$ cat src/rtl/i2s_receiver.sv
// -----------------------------------------------------------------------------
// i2s_receiver
//
// I2S bus-master receiver. Divides mclk down to the serial bit clock (sclk)
// and the word-select clock (ws), samples sd_rx on every sclk rising edge,
// and presents a complete left/right stereo pair with a one-mclk rx_valid
// strobe.
//
// Ports
//   mclk       in   main clock, all logic on the rising edge
//   rst        in   asynchronous, active-high reset
//   sd_rx      in   serial data from the codec, MSB first, one-bit I2S delay
//   sclk       out  serial bit clock (MAIN_TO_SERIAL mclk cycles per period)
//   ws         out  word select, 0 = left, 1 = right
//   rx_data_l  out  last complete left word
//   rx_data_r  out  last complete right word of the same frame
//   rx_valid   out  one-mclk pulse when a new pair is presented
// -----------------------------------------------------------------------------
module i2s_receiver #(
    parameter int WIDTH                = 16,
    parameter int MAIN_TO_SERIAL       = 8,
    parameter int SERIAL_TO_LEFT_RIGHT = 64
) (
    input  logic             mclk,
    input  logic             rst,
    input  logic             sd_rx,
    output logic             sclk,
    output logic             ws,
    output logic [WIDTH-1:0] rx_data_l,
    output logic [WIDTH-1:0] rx_data_r,
    output logic             rx_valid
);

    localparam int DIV_HALF   = MAIN_TO_SERIAL / 2;
    localparam int DIV_W      = (DIV_HALF > 1) ? $clog2(DIV_HALF) : 1;
    localparam int HALF_FRAME = SERIAL_TO_LEFT_RIGHT / 2;
    // One spare bit so a slot count equal to HALF_FRAME never aliases to 0.
    localparam int SLOT_W     = $clog2(HALF_FRAME) + 1;

    logic [DIV_W-1:0]  div_cnt;
    logic [SLOT_W-1:0] fall_cnt;
    logic [SLOT_W-1:0] slot_cnt;

    logic              div_tc;
    logic              sclk_rise;
    logic              sclk_fall;
    logic              ws_toggle;
    logic              in_word;
    logic              lsb_slot;

    logic [WIDTH-1:0]  left_sr_p0;
    logic [WIDTH-1:0]  right_sr_p0;
    logic [WIDTH-1:0]  shadow_l_p0;
    logic              left_ok_p0;
    logic              vld_p0;

    // sclk edges are decided one cycle ahead: the edge that toggles sclk is
    // the edge that sees div_cnt at its terminal value.
    always_comb begin
        div_tc    = (div_cnt == DIV_W'(DIV_HALF - 1));
        sclk_rise = div_tc && !sclk;
        sclk_fall = div_tc && sclk;
        ws_toggle = sclk_fall && (fall_cnt == SLOT_W'(HALF_FRAME - 1));
        // Slot 0 carries the delayed LSB of the previous word; slots past
        // WIDTH are padding.
        in_word   = sclk_rise && (slot_cnt >= SLOT_W'(1)) && (slot_cnt <= SLOT_W'(WIDTH));
        lsb_slot  = sclk_rise && (slot_cnt == SLOT_W'(WIDTH));
    end

    // Clock generation: sclk divider, ws divider, slot index
    always_ff @(posedge mclk or posedge rst) begin
        if (rst) begin
            div_cnt  <= '0;
            sclk     <= 1'b0;
            fall_cnt <= '0;
            ws       <= 1'b0;
            slot_cnt <= '0;
        end else begin
            if (div_tc) begin
                div_cnt <= '0;
                sclk    <= ~sclk;
            end else begin
                div_cnt <= div_cnt + 1'b1;
            end

            if (sclk_fall) begin
                if (ws_toggle) begin
                    fall_cnt <= '0;
                    ws       <= ~ws;
                end else begin
                    fall_cnt <= fall_cnt + 1'b1;
                end
            end

            // Reset release behaves as a ws transition: slot_cnt starts at 0.
            if (ws_toggle) begin
                slot_cnt <= '0;
            end else if (sclk_rise) begin
                slot_cnt <= slot_cnt + 1'b1;
            end
        end
    end

    // Stage p0: bit capture, left shadow, pair pairing
    always_ff @(posedge mclk or posedge rst) begin
        if (rst) begin
            left_sr_p0  <= '0;
            right_sr_p0 <= '0;
            shadow_l_p0 <= '0;
            left_ok_p0  <= 1'b0;
            vld_p0      <= 1'b0;
        end else begin
            vld_p0 <= 1'b0;

            if (in_word) begin
                if (!ws) begin
                    left_sr_p0 <= {left_sr_p0[WIDTH-2:0], sd_rx};
                end else begin
                    right_sr_p0 <= {right_sr_p0[WIDTH-2:0], sd_rx};
                end
            end

            if (lsb_slot && !ws) begin
                shadow_l_p0 <= {left_sr_p0[WIDTH-2:0], sd_rx};
                left_ok_p0  <= 1'b1;
            end else if (lsb_slot && ws) begin
                // A right word only forms a pair with a left word captured
                // earlier in the same frame.
                vld_p0     <= left_ok_p0;
                left_ok_p0 <= 1'b0;
            end else if (ws_toggle && ws) begin
                // New frame begins: forget any stale left word.
                left_ok_p0 <= 1'b0;
            end
        end
    end

    // Stage p1: present the pair
    always_ff @(posedge mclk or posedge rst) begin
        if (rst) begin
            rx_data_l <= '0;
            rx_data_r <= '0;
            rx_valid  <= 1'b0;
        end else begin
            rx_valid <= vld_p0;
            if (vld_p0) begin
                rx_data_l <= shadow_l_p0;
                rx_data_r <= right_sr_p0;
            end
        end
    end

endmodule

$ cat config.mk
export PLATFORM = sky130hd
export DESIGN_NAME = i2s_receiver
export DESIGN_NICKNAME = d
export VERILOG_FILES = /design/src/rtl/i2s_receiver.sv
export SDC_FILE = /design/constraint.sdc
export NUM_CORES = 1
export LEC_CHECK = 0
export ABC_AREA = 1
export ABC_CLOCK_PERIOD_IN_PS = 9100
export CORE_MARGIN = 3
export CORE_UTILIZATION = 47
export DETAILED_ROUTE_END_ITERATION = 8
export PLACE_DENSITY_LB_ADDON = 0.05
export SLEW_MARGIN = 20
export SYNTH_ARGS = -nofsm -noshare
export SYNTH_HDL_FRONTEND = slang
export SYNTH_SLANG_ARGS = --single-unit
$ cat constraint.sdc
create_clock -name mclk -period 9.1 [get_ports mclk]
set_input_delay 1.82 -clock mclk [delete_from_list [all_inputs] [get_ports mclk]]
set_output_delay 1.82 -clock mclk [all_outputs]
set_load 0.1 [all_outputs]
# Word level (Yosys, flattened, before mapping)
# Cells that the tools add are included.
# Widths: inputs -> output; s select.
# classes
add_sub_neg,3
n_reduce_logical,16
eq_ne,3
order_cmp,2
bitwise_logic,2
mux,9
# op_table
op,n
$mux 6,3
$add 6x1->6 const B,2
$eq 6x5->1 const B,2
$logic_and 1x1->1,9
$ge 6x1->1 const B,1
$le 6x5->1 const B,1
$reduce_and 2->1,3
$mux 1,5
$reduce_bool 3->1,1
$add 2x1->2 const B,1
$eq 2x2->1 const B,1
$logic_not 1->1,2
$mux 2,1
$not 1->1,2
$reduce_bool 2->1,1
# word_totals
ff_bits,98
in_bits,3
output_inout_bits,35

# Depth between registers and ports, before layout
# depth
ltp_word,7
mapped_depth,10

# Worst setup path after synthesis
# Ideal clock, no wire load.
# synth_timing
path_kind,reg2out
startpoint,register sclk
endpoint,output port sclk
required_time_ns,7.280
arrival_ns,0.954
setup_slack_ns,6.326
stages_incl_launch_ff,1
path_cell_list,dfrtp_1
# synth_rtl
item,line_no,text
"start, declared",27,"output logic sclk,"
"start signal, assigned",81,sclk <= ~sclk;
# No word-level cell between the ends.

# Worst setup path after layout
# layout_timing
startpoint,register ws
endpoint,output port ws
# layout_rtl
item,line_no,text
"start, declared",28,"output logic ws,"
"start signal, assigned",89,ws <= ~ws;
# No word-level cell between the ends.

==> impl_results.md <==
- GPL Wtd Cong: 0.748
- Syn Area/Cell: 10.4 sq um
- Slowest-stage cell, CP: clkdlybuf4s50_1
- Simple logic cell fraction of the synthesized area: 21.4%
- H-tree depth: 3
- Clock sink total: 98
- Vias in the first global route: 2570
- Worst r2r path cells: 4
- DRT Pass-1 Iters: 4
- Largest family of logic cells by synthesized area: simple AND/OR/NAND/NOR gates
- Async SR Flop Fraction: 100%
- Synth Flop Type: dfrtp_1
- Compound-gate portion of the synthesized area: 0.882%
- Mapped Area: 0.00397 sq mm
- Largest net degree at the start of global routing: 81
- Hold Path End: div_cnt[0]
- IO Count: 38
- Final Setup Violations: 0
- # DRC: 0
- Setup Crit Path Kind: register to output port
- Core Util, Final: 57.8%
- Worst-Skew Late Latency: 0.35 ns
- Max Clk Rate: 231 MHz
- Required @ worst endpoint: 7.28 ns
- Hold path startpoint: div_cnt[0]
- Outcome: complete, no violations
- Post-synth net total: 389
- Most frequent cell after synthesis: nand2_1
- Total GRT Usage: 15.3%
- Root Buffer: clkbuf_8
- Die Area: 0.00959 sq mm
- Hold_buf cts: 0
- Final hold vios: 0
- Combinational share of power: 1.4%
- Routed wire length: 6.72 mm
- Post-route clock skew: 0.0103 ns
- CP Cell Sequence: clkdlybuf4s50_1
- Initial Utilization: 49.8%
- Post-Syn Instances: 380
- Sw Share: 21.2%
- RSZ-0062 raised after global routing: no
- Filler Cells Inserted: 727
- VDD IR max: 0.000115 V
- Worst Hold Class: register to register
- CTS tree: built
- Critical path depth in cells: 1
- Cell taking the most area after synthesis: dfrtp_1
- Layout cells sized above 1: 13.3%
- Static leakage: 2.36 nW
- Reg power frac: 60.0%
- CP peak stage delay: 1.27 ns
- Num CTS Buffers: 9
- Via count: 2634
- Diode count: 0
- Top cells by count, synth: nand2_1, dfrtp_1, nand3_1
- Avg WL per Cell: 12.8 um
- Delay-heaviest family, CP: buffers and inverters
- FF-to-FF Start: ws
- Critical Path Fanout Max: 21
- Slew Limit Fails: 0
- Startpoint types: register
- Sequential-to-total area share from yosys stat: 61.8%
- Core Area: 0.00797 sq mm
- Reg2Reg Setup Slack: 6.71 ns
- P_sw: 0.154 mW
- First-pass GRT wire length: 12.0 mm
- Post-route setup TNS: 0 ns
- DIE WIDTH: 97.9 um
- Synthesis-stage register bit count: 98
- Post-DP HPWL: 4.37 mm
- Worst-path clk slew: 0.08 ns
- Clock share of power: 38.5%
- Die height: 97.9 um
- Hold depth: 1
- CTS Buffer Depth: 2
- Share of the synthesized area in the top cell type: 61.8%
- Slew @ Worst Pin: 0.979 ns
- Row cnt: 32
- Total gr overflow: 0
- Setup crit end kind: output port
- Post-layout min period: 4.34 ns
- Final worst-path cycle share: 47.7%
- Xor/xnor share of the synthesized area: 1.10%
- Adder-cell area share of the yosys netlist: 1.89%
- Synth area leaders: dfrtp_1, nand2_1, mux2_2, nand3_1, ha_1
- Distinct cell type count after synthesis: 25
- WP buf/inv: 1
- Postcts setup bufs: 0
- Worst EP arrival: 2.52 ns
- Antenna-violating nets left: 0
- Number of port buffers: 37
- Vias per cell: 5.04
- Pwr per Cell Area: 158 mW/mm^2
- Area Overhead vs Synth: 16.0%
- YS warnings: 0
- Cell-internal power: 0.574 mW
- Multiplexer share of the synthesized area: 9.08%
- FF-to-FF End: left_sr_p0[10]
- Initial antenna violation count: 0
- Max_cap viols: 0
- Final total power: 0.728 mW
- Slew margin rel.: 34.5%
- Fin nets: 425
- DR iter-0 viols: 93
- Post-CTS resize count: 0
- EDFF count, synth: 0
[layout make-up]
cell class              count  area (sq um)  share of cell area, %
clock buffers              11           141                   3.07
clock inverters             5          62.6                   1.36
inverters                  18          72.6                   1.58
multi-input cells         250          1370                   29.6
flip-flops and latches     98          2450                   53.2
well taps                 102           128                   2.77
repair buffers             39           385                   8.37
[stage by stage]
step,std cells,hold WS (ns),setup slack (ns),area (sq um)
5_1_grt,523,0.462,4.67,4610
6_report,523,0.440,4.76,4610
4_1_cts,523,0.441,4.74,4610
2_1_floorplan,380,0.352,4.72,3970
3_3_place_gp,507,0.420,5.15,4400
3_5_place_dp,507,0.426,5.14,4400
[layer usage]
layer | GRT usage (%) | routed length [um] | vias to the layer above
met4 | 4.90 | 97 | 0
met5 | 0 | 0 | -
met3 | 4.71 | 250 | 8
li1 | - | - | 1291
met1 | 20.9 | 3270 | 1294
met2 | 23.5 | 3110 | 41
[power by group through the flow]
| stage | sequential, mW | clock (mW) | combinational, mW |
|---|---|---|---|
| floorplan | 0.446 | 0 | 0.00722 |
| global placement | 0.446 | 0 | 0.0114 |
| detailed placement | 0.446 | 0 | 0.0114 |
| CTS | 0.437 | 0.293 | 0.0114 |
| global route | 0.437 | 0.312 | 0.0126 |
| finish | 0.437 | 0.281 | 0.0105 |
[kinds of logic (layout without fill, tap and decap cells)]
| kind of cell | after synthesis | in the layout |
|---|---|---|
| flip-flops | 98 | 98 |
| multiplexers | 32 | 32 |
| XOR/XNOR | 5 | 5 |
| buffers and inverters | 32 | 73 |
| AND/OR/NAND/NOR | 200 | 200 |
| AO/OA/AOI/OAI | 7 | 7 |
| adder cells (fa/ha/maj) | 6 | 6 |
[sequential cells by signal, indices dropped and copies added, names as in the netlist, 2 cells and up]
register,cells
slot_cnt,6
rx_data_r,16
div_cnt,2
right_sr_p0,16
left_sr_p0,15
fall_cnt,6
rx_data_l,16
shadow_l_p0,16
[layout by cell type, fill, tap and decap left out, types with 2 or more instances in the layout]
cell type / count
buf_4: 2
o21ai_0: 5
nand2_2: 2
nor3_1: 3
clkdlybuf4s50_1: 37
mux2_2: 30
ha_1: 6
nand4_2: 2
dfrtp_1: 98
nand3_1: 40
inv_1: 14
xor2_1: 5
inv_4: 2
clkinvlp_4: 2
nand2_1: 134
clkbuf_8: 10
nor2_1: 17
mux2_1: 2
[how the worst max path moves through the flow]
stage | to | slack (ns) | startpoint
2_1_floorplan | div_cnt[0] | 4.72 | rst
3_3_place_gp | ws | 5.15 | ws
3_5_place_dp | ws | 5.14 | ws
4_1_cts | ws | 4.74 | ws
5_1_grt | ws | 4.67 | ws
6_report | ws | 4.76 | ws
Note: power is estimated with default switching activity, not from simulation.
